File: config.mk
export PLATFORM = sky130hd
export DESIGN_NAME = ctrl_alu_pipe
export DESIGN_NICKNAME = d
export VERILOG_FILES = /design/src/rtl/ctrl_alu_pkg.sv /design/src/rtl/ctrl_alu_resolve.sv /design/src/rtl/ctrl_alu_pipe.sv
export SDC_FILE = /design/constraint.sdc
export NUM_CORES = 1
export LEC_CHECK = 0
export CELL_PAD_IN_SITES_DETAIL_PLACEMENT = 0
export CELL_PAD_IN_SITES_GLOBAL_PLACEMENT = 1
export CORE_UTILIZATION = 37
export DETAILED_ROUTE_END_ITERATION = 6
export PLACE_DENSITY_LB_ADDON = 0.15
export RECOVER_POWER = 50
export SLEW_MARGIN = 30
export SYNTH_ARGS = -nofsm -noshare
export SYNTH_HDL_FRONTEND = slang
export SYNTH_SLANG_ARGS = --single-unit
File: constraint.sdc
create_clock -name clk -period 9 [get_ports clk]
set_input_delay 1.8 -clock clk [delete_from_list [all_inputs] [get_ports clk]]
set_output_delay 1.8 -clock clk [all_outputs]
set_load 0.1 [all_outputs]
File: src/rtl/ctrl_alu_pkg.sv
// Shared definitions for the control-op lane ALU: opcodes, flag bit
// positions and the fetch-redirect state encoding.
package ctrl_alu_pkg;

   // Control-op opcodes as presented on opcode_i
   localparam logic [7:0] OP_JUMP   = 8'h02;
   localparam logic [7:0] OP_JAL    = 8'h03;
   localparam logic [7:0] OP_BEQ    = 8'h04;
   localparam logic [7:0] OP_BNE    = 8'h05;
   localparam logic [7:0] OP_BLEZ   = 8'h06;
   localparam logic [7:0] OP_BGTZ   = 8'h07;
   localparam logic [7:0] OP_JR     = 8'h08;
   localparam logic [7:0] OP_JALR   = 8'h09;
   localparam logic [7:0] OP_BLTZ   = 8'h10;
   localparam logic [7:0] OP_BGEZ   = 8'h11;
   localparam logic [7:0] OP_BLTZAL = 8'h12;
   localparam logic [7:0] OP_BGEZAL = 8'h13;
   localparam logic [7:0] OP_BC1F   = 8'h20;
   localparam logic [7:0] OP_BC1T   = 8'h21;

   // Bit positions inside the 8-bit execution flag vector
   localparam int FLAG_EXEC = 7;
   localparam int FLAG_COND = 5;
   localparam int FLAG_LINK = 4;
   localparam int FLAG_CTRL = 2;
   localparam int FLAG_EXC  = 1;
   localparam int FLAG_MISP = 0;

   // Legacy flag pattern reported for FP-condition branches
   localparam logic [7:0] FLAGS_BC1 = 8'h14;

   typedef enum logic {
      IDLE  = 1'b0,
      REDIR = 1'b1
   } redir_state_t;

endpackage

File: src/rtl/ctrl_alu_resolve.sv
// Purely combinational resolver: computes direction, next PC, link result
// and execution flags for one control op held in pipeline stage 1.
module ctrl_alu_resolve #(
   parameter int DATA_W     = 32,
   parameter int PC_W       = 32,
   parameter int IMM_W      = 16,
   parameter int TARGET_W   = 26,
   parameter bit LINK_BR_EN = 1'b1
) (
   input  logic [7:0]        opcode_i,
   input  logic [DATA_W-1:0] data1_i,
   input  logic [DATA_W-1:0] data2_i,
   input  logic [IMM_W-1:0]  immd_i,
   input  logic [PC_W-1:0]   pred_target_i,
   input  logic              pred_dir_i,
   input  logic [PC_W-1:0]   pc_i,
   output logic              direction_o,
   output logic [PC_W-1:0]   next_pc_o,
   output logic [PC_W-1:0]   result_o,
   output logic [7:0]        flags_o
);
   import ctrl_alu_pkg::*;

   logic [PC_W-1:0] simm;
   logic [PC_W-1:0] fall_pc;
   logic [PC_W-1:0] taken_pc;
   logic [PC_W-1:0] j_target;
   logic [PC_W-1:0] d1_pc;
   logic            d1_neg;
   logic            d1_zero;

   // Address arithmetic; all sums wrap modulo 2^PC_W
   assign simm     = PC_W'($signed(immd_i)) << 2;
   assign fall_pc  = pc_i + PC_W'(8);
   assign taken_pc = fall_pc + simm;
   // Region bits come from the PC; TARGET_W must equal PC_W-6
   assign j_target = {pc_i[PC_W-1:PC_W-4], pred_target_i[TARGET_W-1:0], 2'b00};
   assign d1_pc    = PC_W'(data1_i);
   assign d1_neg   = data1_i[DATA_W-1];
   assign d1_zero  = (data1_i == '0);

   logic known;
   logic is_cond;
   logic is_link;
   logic is_jr;

   // Decode the op, resolve direction/target and assemble the flag vector
   always_comb begin
      // NOTE: every output gets a default first so no path can infer a latch.
      direction_o = 1'b0;
      next_pc_o   = '0;
      result_o    = '0;
      flags_o     = '0;
      known       = 1'b1;
      is_cond     = 1'b0;
      is_link     = 1'b0;
      is_jr       = 1'b0;
      case (opcode_i)
         OP_JUMP: begin direction_o = 1'b1; next_pc_o = j_target; end
         OP_JAL:  begin direction_o = 1'b1; next_pc_o = j_target; is_link = 1'b1; end
         OP_JR:   begin direction_o = 1'b1; next_pc_o = d1_pc; is_jr = 1'b1; end
         OP_JALR: begin direction_o = 1'b1; next_pc_o = d1_pc; is_jr = 1'b1; is_link = 1'b1; end
         OP_BEQ:  begin is_cond = 1'b1; direction_o = (data1_i == data2_i); end
         OP_BNE:  begin is_cond = 1'b1; direction_o = (data1_i != data2_i); end
         OP_BLEZ: begin is_cond = 1'b1; direction_o = d1_neg | d1_zero; end
         OP_BGTZ: begin is_cond = 1'b1; direction_o = !d1_neg & !d1_zero; end
         OP_BLTZ: begin is_cond = 1'b1; direction_o = d1_neg; end
         OP_BGEZ: begin is_cond = 1'b1; direction_o = !d1_neg; end
         // Linking branches collapse to an all-zero no-op when disabled
         OP_BLTZAL: begin
            if (LINK_BR_EN) begin is_cond = 1'b1; is_link = 1'b1; direction_o = d1_neg; end
            else known = 1'b0;
         end
         OP_BGEZAL: begin
            if (LINK_BR_EN) begin is_cond = 1'b1; is_link = 1'b1; direction_o = !d1_neg; end
            else known = 1'b0;
         end
         // FP-condition branches are not resolved here; they only carry the
         // legacy flag pattern (executed bit left clear) and a zero next PC
         OP_BC1F, OP_BC1T: begin known = 1'b0; flags_o = FLAGS_BC1; end
         default: known = 1'b0;
      endcase

      if (is_cond) next_pc_o = direction_o ? taken_pc : fall_pc;

      if (known) begin
         flags_o[FLAG_EXEC] = 1'b1;
         flags_o[FLAG_COND] = is_cond;
         flags_o[FLAG_LINK] = is_link;
         flags_o[FLAG_CTRL] = 1'b1;
         flags_o[FLAG_EXC]  = 1'b0;
         if (is_jr)
            flags_o[FLAG_MISP] = (d1_pc != pred_target_i);
         else if (is_cond)
            flags_o[FLAG_MISP] = (direction_o != pred_dir_i) ||
                                 (direction_o && (pred_target_i != taken_pc));
         if (is_link) result_o = fall_pc;
      end
   end

endmodule

File: src/rtl/ctrl_alu_pipe.sv
// Two-stage valid/ready control-op ALU with mispredict detection and a
// held fetch-redirect request that squashes younger work until acknowledged.
module ctrl_alu_pipe #(
   parameter int DATA_W     = 32,
   parameter int PC_W       = 32,
   parameter int IMM_W      = 16,
   parameter int TARGET_W   = 26,
   parameter int TAG_W      = 6,
   parameter bit LINK_BR_EN = 1'b1
) (
   input  logic              clk,
   input  logic              reset,
   input  logic              in_valid_i,
   output logic              in_ready_o,
   input  logic [DATA_W-1:0] data1_i,
   input  logic [DATA_W-1:0] data2_i,
   input  logic [IMM_W-1:0]  immd_i,
   input  logic [7:0]        opcode_i,
   input  logic [PC_W-1:0]   predictedTarget_i,
   input  logic              predictedDir_i,
   input  logic [PC_W-1:0]   pc_i,
   input  logic [TAG_W-1:0]  tag_i,
   input  logic              flush_i,
   output logic              out_valid_o,
   input  logic              out_ready_i,
   output logic [PC_W-1:0]   result_o,
   output logic [PC_W-1:0]   nextPC_o,
   output logic              direction_o,
   output logic [7:0]        flags_o,
   output logic [TAG_W-1:0]  tag_o,
   output logic              redirect_valid_o,
   output logic [PC_W-1:0]   redirect_pc_o,
   input  logic              redirect_ack_i
);
   import ctrl_alu_pkg::*;

   redir_state_t state_q, state_d;

   logic              s1_valid;
   logic [7:0]        s1_op;
   logic [DATA_W-1:0] s1_d1, s1_d2;
   logic [IMM_W-1:0]  s1_immd;
   logic [PC_W-1:0]   s1_pt, s1_pc;
   logic              s1_pd;
   logic [TAG_W-1:0]  s1_tag;

   logic              s2_adv;
   logic              mp_fire;
   logic              res_dir;
   logic [PC_W-1:0]   res_next, res_result;
   logic [7:0]        res_flags;

   assign s2_adv = !out_valid_o || out_ready_i;

   ctrl_alu_resolve #(
      .DATA_W(DATA_W), .PC_W(PC_W), .IMM_W(IMM_W),
      .TARGET_W(TARGET_W), .LINK_BR_EN(LINK_BR_EN)
   ) u_resolve (
      .opcode_i     (s1_op),
      .data1_i      (s1_d1),
      .data2_i      (s1_d2),
      .immd_i       (s1_immd),
      .pred_target_i(s1_pt),
      .pred_dir_i   (s1_pd),
      .pc_i         (s1_pc),
      .direction_o  (res_dir),
      .next_pc_o    (res_next),
      .result_o     (res_result),
      .flags_o      (res_flags)
   );

   // Redirect FSM next state, input backpressure and redirect request
   always_comb begin
      state_d          = state_q;
      in_ready_o       = 1'b0;
      redirect_valid_o = 1'b0;
      mp_fire          = 1'b0;
      case (state_q)
         IDLE: begin
            in_ready_o = !s1_valid || s2_adv;
            if (out_valid_o && out_ready_i && flags_o[FLAG_MISP] && !flush_i) begin
               mp_fire = 1'b1;
               state_d = REDIR;
            end
         end
         REDIR: begin
            redirect_valid_o = 1'b1;
            if (redirect_ack_i) state_d = IDLE;
         end
         default: state_d = IDLE;
      endcase
      if (flush_i) state_d = IDLE;
   end

   // State register and held redirect PC
   always_ff @(posedge clk or posedge reset) begin
      if (reset) begin
         state_q       <= IDLE;
         redirect_pc_o <= '0;
      end else begin
         // NOTE: sequential state uses non-blocking assignment so every
         // register samples pre-edge values regardless of block order.
         state_q <= state_d;
         if (mp_fire)               redirect_pc_o <= nextPC_o;
         else if (state_d == IDLE)  redirect_pc_o <= '0;
      end
   end

   // Stage 1: capture accepted instructions; drop wrong-path work on redirect
   always_ff @(posedge clk or posedge reset) begin
      if (reset) begin
         s1_valid <= 1'b0;
         s1_op    <= '0;
         s1_d1    <= '0;
         s1_d2    <= '0;
         s1_immd  <= '0;
         s1_pt    <= '0;
         s1_pd    <= 1'b0;
         s1_pc    <= '0;
         s1_tag   <= '0;
      end else if (flush_i || mp_fire || state_q == REDIR) begin
         s1_valid <= 1'b0;
      end else if (in_valid_i && in_ready_o) begin
         s1_valid <= 1'b1;
         s1_op    <= opcode_i;
         s1_d1    <= data1_i;
         s1_d2    <= data2_i;
         s1_immd  <= immd_i;
         s1_pt    <= predictedTarget_i;
         s1_pd    <= predictedDir_i;
         s1_pc    <= pc_i;
         s1_tag   <= tag_i;
      end else if (s2_adv) begin
         s1_valid <= 1'b0;
      end
   end

   // Stage 2: register resolved results; the entry behind a mispredict is squashed
   always_ff @(posedge clk or posedge reset) begin
      if (reset) begin
         out_valid_o <= 1'b0;
         result_o    <= '0;
         nextPC_o    <= '0;
         direction_o <= 1'b0;
         flags_o     <= '0;
         tag_o       <= '0;
      end else if (flush_i || mp_fire) begin
         out_valid_o <= 1'b0;
         result_o    <= '0;
         nextPC_o    <= '0;
         direction_o <= 1'b0;
         flags_o     <= '0;
         tag_o       <= '0;
      end else if (s2_adv) begin
         out_valid_o <= s1_valid;
         if (s1_valid) begin
            result_o    <= res_result;
            nextPC_o    <= res_next;
            direction_o <= res_dir;
            flags_o     <= res_flags;
            tag_o       <= s1_tag;
         end
      end
   end

endmodule

After elaboration in Yosys (flattened, before gate mapping)
Cells that the tools add are included.
W data, S select, Z words.
Cells by class
  add/sub/neg operators: 2
  multipliers: 0
  div/mod/pow operators: 0
  order comparisons: 0
  eq/ne operators: 20
  shifts and indexed selects: 0
  mux-type cells: 45
  bitwise logic cells: 4
  reductions and logical operators: 30
Operator list (count)
  $mux W32: 12
  $ne A32 B32 Y1: 3
  $pmux W32 S2: 1
  $add A32 B32 Y32: 1
  $add A32 B4 Y32 const B: 1
  $eq A32 B32 Y1: 1
  $eq A8 B3 Y1 const B: 4
  $eq A8 B5 Y1 const B: 4
  $logic_not A32 Y1: 1
  $mux W8: 3
  $mux W1: 21
  $mux W6: 3
  $eq A8 B2 Y1 const B: 2
  $eq A8 B4 Y1 const B: 2
  $eq A8 B6 Y1 const B: 2
  $reduce_or A12 Y1: 1
  $reduce_or A2 Y1: 5
  $reduce_or A4 Y1: 2
  $reduce_or A8 Y1: 1
  $pmux W1 S7: 1
  $logic_and A1 B1 Y1: 5
  $logic_not A1 Y1: 5
  $logic_or A1 B1 Y1: 5
  $mux W5: 1
  11 further kinds: 14
Word-level totals
  register bits: 273
  bits in latches: 0
  memory bits (writable): 0
  bits in read-only memories: 0
  input port bits: 165
  output and inout bits: 114
  memories: 0

Depth between registers and ports, before layout
Gate-level depths: netlist of run 1.
  depth after elaboration: 12
  gate-level depth with buffers: 19

Modules after synthesis
From an unflattened synthesis of run 1, not the netlist that was laid out.
Unflattened totals
  cells, all modules: 1507
  area total of the unflattened synthesis: 15951.5 um^2
Modules (own cells, without submodules)
  ctrl_alu_pipe: instances 1, cells each 781, area an instance 10880.4 um^2, seq. area each 6831.6 um^2
  ctrl_alu_resolve: instances 1, cells each 726, area an instance 5071.1 um^2, seq. area each 0.0 um^2

Least setup slack after synthesis of run 1
Ideal clock, no wire load.
  path kind: input port to output port
  from: input out_ready_i
  to: output in_ready_o
  data arrival time: 3.364 ns
  required time: 7.200 ns
  setup slack: 3.836 ns
  cell stages on the path: 2
  buffers on the path: 0
  cells stage by stage: nor2b_1 > a21oi_1
On the way
  cells in the longest elaborated chain, start to end: 3
RTL lines
  start: declaration: line ctrl_alu_pipe.sv:25  | input logic out_ready_i,
  $logic_or A1 B1 Y1: line ctrl_alu_pipe.sv:53  | assign s2_adv = !out_valid_o || out_ready_i;
  $logic_or A1 B1 Y1: line ctrl_alu_pipe.sv:80  | in_ready_o = !s1_valid || s2_adv;
  $mux W1: line ctrl_alu_pipe.sv:78  | case (state_q)
  end: declaration: line ctrl_alu_pipe.sv:14  | output logic in_ready_o,
No other way between the ends.

Worst setup path in the final report of run 1
  from: input flush_i
  to: register nextPC_o[28]
On the way
  cells in the longest elaborated chain, start to end: 7
  elaborated cells on any way between the ends: 9
  classes of those cells: mux: 3; reduce/logical: 6
RTL lines
  start: declaration: line ctrl_alu_pipe.sv:23  | input logic flush_i,
  $logic_not A1 Y1: line ctrl_alu_pipe.sv:81  | if (out_valid_o && out_ready_i && flags_o[FLAG_MISP] && !flush_i) begin
  $logic_and A1 B1 Y1: line ctrl_alu_pipe.sv:81
  $mux W1: line ctrl_alu_pipe.sv:81
  $mux W1: line ctrl_alu_pipe.sv:78
  $logic_or A1 B1 Y1 (*): line ctrl_alu_pipe.sv:147  | end else if (flush_i || mp_fire) begin
  $reduce_bool A2 Y1 (no line)
  $reduce_and A2 Y1 (no line)
  end signal: assignment: line ctrl_alu_pipe.sv:158  | nextPC_o <= res_next;
  end: declaration: line ctrl_alu_pipe.sv:27  | output logic [PC_W-1:0] nextPC_o,
Mark *: on every way between the ends. The rest lies on a longest branch, timed or not.
A chain may end at the register's enable or synchronous reset.

==> key figures, run 1 <==
Yosys
  • Post-synthesis instance total: around 1400
  • Distinct cells, synth: about 80
  • Ys Warns: 0
  • Avg Cell Area, Syn: approximately 11 µm²
  • Commonest register cell after synthesis: dfrtp_1
  • Top cell type's share of synthesized area: roughly 46%
  • Asr flop ratio synth: 100%
  • Post-synthesis sequential area ratio: between 40% and 50%
  • Area leader, netlist: dfrtp_1
  • Post-synth EDFFs: 0
  • Top cells by area, synth: dfrtp_1, mux2_2, xor2_1
  • Synth Cell Area: about 15000 µm²
  • Seq cells post-synth: 270

Route
  • DR vias: 11700
  • DR vias/cell: about 5.5
  • Initial drt markers: 870
  • WL per Instance: 23.1 µm
  • Drt pass-1 iters: 7
  • Final ANT Viol Nets: 0
  • DRC: 0
  • Final wirelength: roughly 49 mm

GRT
  • Largest net degree at the start of global routing: 160
  • Initial antenna violation count: 2
  • Global-route wire length before repair: between 70 and 80 mm
  • Global route overflow: 0
  • Total GRT Usage: about a quarter
  • Vias in the first global route: 11800

CTS
  • CTS hold repair buffers: 0
  • Root Driver: clkbuf_16
  • Worst skew pair latency: 580 ps
  • Clock sinks: 270
  • H-tree Lvls: 1
  • Num CTS Buffers: 30
  • Post-CTS sizing: 0
  • Post-CTS setup repair buffer count: 0
  • Clock transition at the registers of the reported paths: ~60 ps
  • Clock Path Buffers: 3
  • CTS tree: done

Worst setup path
  • Crit-path slowest cell: clkbuf_1
  • Critical path peak fanout: 35
  • Startpoint type of the worst setup path: primary input
  • CP max stage delay: 1400 ps
  • Setup CP Type: in -> reg
  • Crit-path cells: dlygate4sd3_1 > nor2_1 > and4_1 > clkbuf_1 > nor2_1 > nand3_1 > clkbuf_1 > nor2_1 > o211ai_1 > nand2_1
  • Worst endpoint data arrival time: roughly 6500 ps
  • Cell mode on critical path: nor2_1
  • CP Data Required Time: 9450 ps
  • FF-to-FF path depth: 18
  • CP endpoint kind: flop

Timing
  • Setup violators final: 0
  • Clock Skew: ~18 ps
  • Max-slew violations: 119
  • Final TNS setup: 0 ps
  • Maximum clock rate: 165 MHz
  • Slew Limit Headroom: -85.2%
  • Crit share post-route: approximately two thirds
  • Fin. Hold Viols: 0
  • Min Tclk post-route: 6080 ps
  • RSZ-0062 raised after global routing: no
  • Slew of the pin with the lowest slew margin: between 2000 and 3000 ps

Die
  • Die area: roughly 41000 µm²
  • Num rows: just over 70
  • Die Y: 202 µm
  • Top-level I/O count: 279
  • Die Width: just over 200 µm
  • Core ar.: about 39000 µm²
  • Initial core utilization: a little under two fifths

Final layout
  • Area Growth Syn to Fin: 28.7%
  • Post-layout net count: roughly 1800
  • Layout cells sized above 1: around 16%

Placement
  • Placer congestion estimate: 0.869
  • HPWL after DPL: between 30 and 40 mm
  • # port buffers: about 280

Run status
  • Status: complete, but fails checks
  • Failing checks: max-capacitance violations, max-slew violations

Power
  • Overall Power: approximately 4 mW
  • Leak Pwr: around 8 nW
  • Pwr dens: approximately 210 nW/µm²
  • VDD IR max: around 130 µV

Flow run
  • Max-cap viol count: 3

Worst hold path
  • Hold Path Class: reg -> reg
  • Hold Path Depth: 2
## flip-flops by register name (all words and copies together), names as in the netlist, 5 cells and up
register / cells
flags_o: 5
nextPC_o: 32
redirect_pc_o: 32
result_o: 32
s1_d1: 32
s1_d2: 32
s1_immd: 16
s1_op: 8
s1_pc: 32
s1_pt: 32
s1_tag: 6
tag_o: 6
## cell type report
type	instances	area (µm²)
Clock buffer	43	911
Multi-Input combinational cell	971	7510
Timing Repair Buffer	287	2840
Sequential cell	270	6760
Fill cell	3651	20000
Tap cell	518	648
Antenna cell	2	5.00
Inverter	33	128
Clock inverter	13	169
## metal layers
metal / vias to the layer above / wire length (µm) / GRT usage, % / part of all wire (%)
li1: 5432 / - / - / -
met1: 5805 / 23600 / 35.6 / 48
met2: 407 / 21700 / 37.2 / 44
met3: 63 / 2960 / 4.28 / 6.0
met4: 0 / 1190 / 6.28 / 2.4
met5: - / 0 / 0 / 0
## synthesized netlist by cell type (4+ instances only)
library cell and instances:
nor4_1 28, nand3_1 26, nand4_1 24, a211oi_1 4
ha_1 32, clkbuf_8 4, o21bai_1 4, or3_1 4
clkbuf_1 57, dfrtp_1 270, nor2_1 53, a21oi_1 42
xor2_1 100, mux2i_1 20, nor3_1 13, inv_1 33
and2_1 5, a21o_1 14, buf_4 4, o211ai_1 6
and3_1 9, o21a_1 8, a22o_1 48, xnor2_1 43
a22oi_1 5, o31ai_1 5, a222oi_1 27, nand2b_1 11
buf_6 6, buf_1 6, or2_2 6, a31oi_1 5
mux2_2 161, o21ai_0 82, nor2b_1 4, and4_1 6
nand2_1 110
## power breakdown
| group | switching, mW | internal, mW |
|---|---|---|
| logic | 0.635 | 0.524 |
| registers | 0.183 | 1.33 |
| clock network | 0.518 | 0.814 |
## worst paths after layout
kind                            start      endpoint  slack [ps]
max reg2reg                  s1_pc[5]    flags_o[0]        3730
min in group asynchronous       reset   result_o[4]        2790
max                           flush_i  nextPC_o[28]        2920
min                        flags_o[7]    flags_o[7]         470
min reg2reg                flags_o[7]    flags_o[7]         470
max in group asynchronous       reset     s1_pt[13]        4190
## logic make-up (layout without fill, tap and decap cells)
group	after synthesis	count (layout)	share of synthesized area, %
AOI/OAI and AO/OA	285	285	13.7
xor gates and xnor gates	148	148	9.32
adders and majority gates	33	33	2.85
buffers and inverters	113	376	3.58
DFF	270	270	45.8
muxes	182	182	13.8
other	1	5	0.0254
and+or+nand+nor	320	320	10.9
## per-stage QoR
step | instance area (µm²) | std cells | setup slack (ps) | util [%] | hold slack, ps
2_1_floorplan | 14800 | 1354 | 3630 | - | 469
3_3_place_gp | 17900 | 2079 | 3500 | 45.9 | 463
3_5_place_dp | 17900 | 2079 | 3480 | 45.9 | 469
4_1_cts | 19000 | 2135 | 3460 | 48.6 | 484
5_1_grt | 19000 | 2136 | 2540 | 48.6 | 498
6_report | 19000 | 2137 | 2920 | 48.6 | 475
## worst max-delay path: cells and delay by family
family | cells | cell delay, ps
buffers and inverters | 3 | 3190
AND/OR/NAND/NOR | 6 | 1240
AO/OA/AOI/OAI | 1 | 270
## layout by cell type (no fill, tap or decap), drive strengths merged, types with 5 or more instances in the layout
| cell type | instances |
|---|---|
| a21oi | 44 |
| clkdlybuf4s50 | 268 |
| nor4 | 29 |
| dfrtp | 270 |
| a22o | 48 |
| clkbuf | 46 |
| buf | 9 |
| a22oi | 5 |
| inv | 33 |
| o21ai | 83 |
| ha | 32 |
| nand3 | 26 |
| xnor2 | 43 |
| mux2i | 20 |
| o211ai | 7 |
| nor3 | 13 |
| and4 | 6 |
| a222oi | 27 |
| a21o | 14 |
| xor2 | 100 |
| clkinv | 8 |
| a31oi | 5 |
| o21a | 8 |
| nand2 | 110 |
| nand2b | 11 |
| mux2 | 162 |
| and3 | 9 |
| nand4 | 24 |
| o31ai | 5 |
| dlygate4sd3 | 7 |
| nor2 | 54 |
| or2 | 6 |
| and2 | 7 |
Note: power is estimated with default switching activity, not from simulation.
==> inputs of run 2 (changes only) <==
- CORE_UTILIZATION: 37 -> 41
- clock period: 9 -> 5.8 ns (I/O delays scaled with it)
==> run 2 against run 1 <==
Against the previous run: the run still ends with max-capacitance violations, max-slew violations left; flip-flop and latch count unchanged; global-route usage grew 1.7 points; clock skew shrank 8.4 ps; via count up 0.85%; cell count fell by 2.5%.
==> key figures, run 2 (same netlist as run 1, synthesis figures left out) <==
Run status
  • Status: complete, but fails checks
  • Failing checks: max-capacitance violations, max-slew violations

Route
  • DR vias: roughly 12000
  • Final wirelength: ~48 mm
  • DR vias/cell: roughly 5.7
  • DRC: 0
  • Initial drt markers: 904
  • WL per Instance: ~23 µm
  • Drt pass-1 iters: 6
  • Final ANT Viol Nets: 0

Worst setup path
  • Crit-path slowest cell: clkbuf_1
  • CP max stage delay: about 1300 ps
  • Setup CP Type: in -> reg
  • CP endpoint kind: flop
  • CP Data Required Time: 6250 ps
  • Startpoint type of the worst setup path: primary input
  • Critical path peak fanout: 35
  • CP Buf/Inv Count: 3
  • R2r setup slk: ~630 ps
  • Crit-path cells: dlygate4sd3_1 > nor2_1 > and4_1 > clkbuf_1 > nor2_1 > nand3_1 > clkbuf_1 > nor2_1 > o211ai_1 > nand2_1
  • Cell mode on critical path: nor2_1
  • Worst endpoint data arrival time: about 5700 ps
  • CP top delay family: buffers and inverters

Final layout
  • # fillers: around 3200
  • Core utilization of the finished layout: roughly 53%
  • Leading cell type in the layout, fill and taps excluded: dfrtp_1
  • Layout cells sized above 1: between 15 and 20%
  • Non-Filler Instances: approximately 2100
  • Most frequent cells in the layout: dfrtp_1, clkdlybuf4s50_1, mux2_2
  • Post-layout net count: about 1800
  • Area Growth Syn to Fin: 27.7%
  • Design Area, Final: ~19000 µm²

Placement
  • Area after DPL: between 15000 and 20000 µm²
  • # port buffers: 275
  • Place WS: roughly 710 ps
  • HPWL after DPL: between 30 and 40 mm
  • Post-Place Cells: between 2000 and 2500
  • Placer congestion estimate: around 0.9

Power
  • VDD IR max: between 200 and 250 µV
  • Pwr dens: about 320 nW/µm²
  • Leak Pwr: 7.91 nW
  • Overall Power: between 6 and 7 mW

CTS
  • Root Driver: clkbuf_16
  • CTS hold repair buffers: 0
  • Post-CTS setup repair buffer count: 0
  • Clock Path Buffers: 3
  • CTS tree: done
  • Num CTS Buffers: 30
  • Post-CTS sizing: 0
  • Worst skew pair latency: between 500 and 600 ps
  • H-tree Lvls: 1
  • Clock transition at the registers of the reported paths: 60 ps
  • Clock sinks: 270

Timing
  • Crit share post-route: between 90 and 100%
  • Min Tclk post-route: 5250 ps
  • Maximum clock rate: 190 MHz
  • Final TNS setup: 0 ps
  • Clock Skew: between 10 and 15 ps
  • RSZ-0062 raised after global routing: no
  • Slew of the pin with the lowest slew margin: between 2000 and 3000 ps
  • Setup violators final: 0
  • Slew Limit Headroom: -97.0%
  • Final worst slack: 546 ps
  • Max-slew violations: approximately 290
  • Final hold slack: between 400 and 500 ps
  • Fin. Hold Viols: 0

GRT
  • Global-route wire length before repair: 72.3 mm
  • Largest net degree at the start of global routing: 152
  • Global route overflow: 0
  • Vias in the first global route: between 10000 and 15000
  • Total GRT Usage: roughly a quarter
  • Initial antenna violation count: 1

Die
  • Num rows: 69
  • Die Y: roughly 190 µm
  • Initial core utilization: about two fifths
  • Die area: 36700 µm²
  • Core ar.: about 35000 µm²
  • Die Width: 192 µm
  • Top-level I/O count: 279

Worst hold path
  • Hold Path Class: reg -> reg

Flow run
  • Max-cap viol count: 5
-- run 2: per-layer routing --
layer	vias to the layer above	track usage (%)	share of wire, %
met3	84	4.00	6.1
met4	0	7.78	3.0
li1	5436	-	-
met2	435	41.0	45
met5	-	0	0
met1	5851	37.0	46
-- run 2: worst paths after layout --
kind	from	to	cells past startpoint
max	flush_i	nextPC_o[28]	10
min	flags_o[2]	flags_o[2]	2
max reg2reg	s1_pc[5]	flags_o[0]	18
min reg2reg	flags_o[2]	flags_o[2]	2
max in group asynchronous	reset	s1_pt[29]	3
min in group asynchronous	reset	s1_pc[9]	2
-- run 2: area by class of cell --
type	instances	area, µm²	area share, %
diodes	2	5.00	0.0266
clock buffers	48	898	4.77
clock inverters	7	70.1	0.372
inverters	33	125	0.665
multi-input cells	971	7490	39.8
flip-flops and latches	270	6760	35.9
well taps	461	577	3.07
repair buffers	292	2890	15.4
-- run 2: where the power goes --
group / internal (mW) / total [mW] / switching, mW
Sequential: 2.06 / 2.35 / 0.294
Clock: 1.06 / 1.86 / 0.801
Combinational: 0.817 / 1.80 / 0.980
Total: 3.94 / 6.02 / 2.08
-- run 2: worst reg2reg max path, delay by kind of cell, from the launching register on --
family	cells	cell delay (ps)
DFF	1	440
and+or+nand+nor	9	2400
buffers and inverters	1	70
adders and majority gates	1	400
AOI/OAI and AO/OA	6	1480
xor gates and xnor gates	1	230
==> inputs of run 3 (changes only) <==
- CORE_UTILIZATION: 41 -> 45
- clock period: 5.8 -> 6.75 ns (I/O delays scaled with it)
==> run 3 against run 2 <==
Against the previous run: the run still ends with max-capacitance violations, max-slew violations left; critical path depth stayed put; non-clock buffer count is 6 lower; die area is 8.8% lower; cell area is 0.21% lower; sequential share of layout area grew 0.076 points; total power fell by 12%; cell count is 1.7% lower; critical path type unchanged.
==> key figures, run 3 (same netlist as run 1, synthesis figures left out) <==
Run status
  • Status: complete, but fails checks
  • Failing checks: max-capacitance violations, max-slew violations

Timing
  • Crit share post-route: approximately 83%
  • Clock Skew: about 14 ps
  • Slew Limit Headroom: -160%
  • Fin. Hold Viols: 0
  • Maximum clock rate: ~180 MHz
  • Setup violators final: 0
  • Min Tclk post-route: around 5600 ps
  • Final TNS setup: 0 ps
  • Slew of the pin with the lowest slew margin: 3900 ps
  • RSZ-0062 raised after global routing: no
  • Max-slew violations: ~340

Placement
  • # port buffers: roughly 280
  • Placer congestion estimate: between 0.9 and 1
  • HPWL after DPL: between 30 and 40 mm
  • Area after DPL: ~18000 µm²

Worst hold path
  • Hold Path Class: reg -> reg
  • Hold Path Depth: 2
  • HP Start: result_o[11]
  • Worst hold endpoint: result_o[11]

CTS
  • Clock transition at the registers of the reported paths: roughly 60 ps
  • Root Driver: clkbuf_16
  • Clock Path Buffers: 3
  • CTS tree: done
  • Post-CTS sizing: 0
  • CTS hold repair buffers: 0
  • H-tree Lvls: 1
  • Num CTS Buffers: 29
  • Worst skew pair latency: between 500 and 600 ps
  • Post-CTS setup repair buffer count: 0
  • Clock sinks: 270

Worst setup path
  • Setup CP Type: in -> reg
  • Crit-path slowest cell: clkbuf_1
  • Cell mode on critical path: nor2_1
  • Crit-path cells: dlygate4sd3_1 > nor2_1 > and4_1 > clkbuf_1 > nor2_1 > nand3_1 > clkbuf_1 > nor2_1 > o211ai_1 > nand2_1
  • Reg-to-reg endpoint: flags_o[0]
  • FF-to-FF path depth: 18
  • R2r setup slk: 1470 ps
  • CP max stage delay: between 1000 and 1500 ps
  • CP Data Required Time: approximately 7200 ps
  • Critical path peak fanout: 35
  • Worst reg2reg path startpoint: s1_pc[5]
  • CP endpoint kind: flop
  • Worst endpoint data arrival time: around 6000 ps
  • Startpoint type of the worst setup path: primary input

Final layout
  • Design Area, Final: approximately 19000 µm²
  • Antenna cells: 0
  • Layout cells sized above 1: about 16%
  • Post-layout net count: about 1800
  • Area Growth Syn to Fin: 27.4%
  • Core utilization of the finished layout: around three fifths
  • Leading cell type in the layout, fill and taps excluded: dfrtp_1
  • Most frequent cells in the layout: dfrtp_1, clkdlybuf4s50_1, mux2_2

Route
  • DR vias/cell: 5.80
  • DRC: 0
  • Final ANT Viol Nets: 0
  • DR vias: ~12000
  • Final wirelength: roughly 47 mm
  • WL per Instance: about 23 µm
  • Drt pass-1 iters: 7
  • Initial drt markers: 1075

Die
  • Num rows: 65
  • Initial core utilization: 46.2%
  • Die Width: about 180 µm
  • Core ar.: approximately 32000 µm²
  • Die area: 33500 µm²
  • Top-level I/O count: 279
  • Die Y: ~180 µm

GRT
  • Initial antenna violation count: 0
  • Global route overflow: 0
  • Total GRT Usage: roughly 28%
  • Global-route wire length before repair: 71.8 mm
  • Largest net degree at the start of global routing: roughly 170
  • Vias in the first global route: approximately 12000

Power
  • VDD IR max: about 220 µV
  • Leak Pwr: 7.92 nW
  • Pwr dens: 280 nW/µm²

Flow run
  • Max-cap viol count: 5
[run 3: cell type report]
type                            instances  area (µm²)
Clock inverter                          9         138
Tap cell                              435         544
Timing Repair Buffer                  286        2810
Sequential cell                       270        6760
Multi-Input combinational cell        971        7500
Clock buffer                           45         906
Fill cell                            2758       13100
Inverter                               33         125
[run 3: how the worst max path moves through the flow]
stage / depth (start not counted) / slack (ps) / to / start
2_1_floorplan: 1 / 1830 / direction_o / reset
3_3_place_gp: 18 / 1710 / flags_o[0] / s1_pc[5]
3_5_place_dp: 18 / 1540 / flags_o[0] / s1_pc[5]
4_1_cts: 18 / 1490 / flags_o[0] / s1_pc[5]
5_1_grt: 3 / 890 / redirect_pc_o[25] / reset
6_report: 10 / 1180 / nextPC_o[28] / flush_i
[run 3: power by group]
part	switching (mW)	internal (mW)	leakage, nW
Sequential	0.246	1.77	3.42
Combinational	0.835	0.697	3.99
Clock	0.683	1.04	0.516
Total	1.76	3.50	7.92
[run 3: routing by layer]
| metal | track usage (%) | up-vias | share of wire, % |
|---|---|---|---|
| met5 | 0 | - | 0 |
| met4 | 7.50 | 0 | 2.6 |
| met3 | 4.49 | 75 | 7.1 |
| met2 | 43.4 | 491 | 45 |
| met1 | 40.4 | 5903 | 45 |
| li1 | - | 5417 | - |
[run 3: worst max-delay path: cells and delay by family]
family / cells / cell delay (ps)
compound gates: 1 / 260
buf+inv: 3 / 3150
simple gates: 6 / 1250
[run 3: through the flow]
step | power [mW] | instances | setup WS (ps) | hold slack [ps]
after global routing | 5.52 | 2049 | 889 | 495
after floorplan | 3.09 | 1354 | 1830 | 469
after detailed placement | 3.56 | 1995 | 1540 | 470
after global placement | 3.56 | 1995 | 1710 | 460
final | 5.27 | 2049 | 1180 | 477
after CTS | 5.29 | 2049 | 1490 | 483
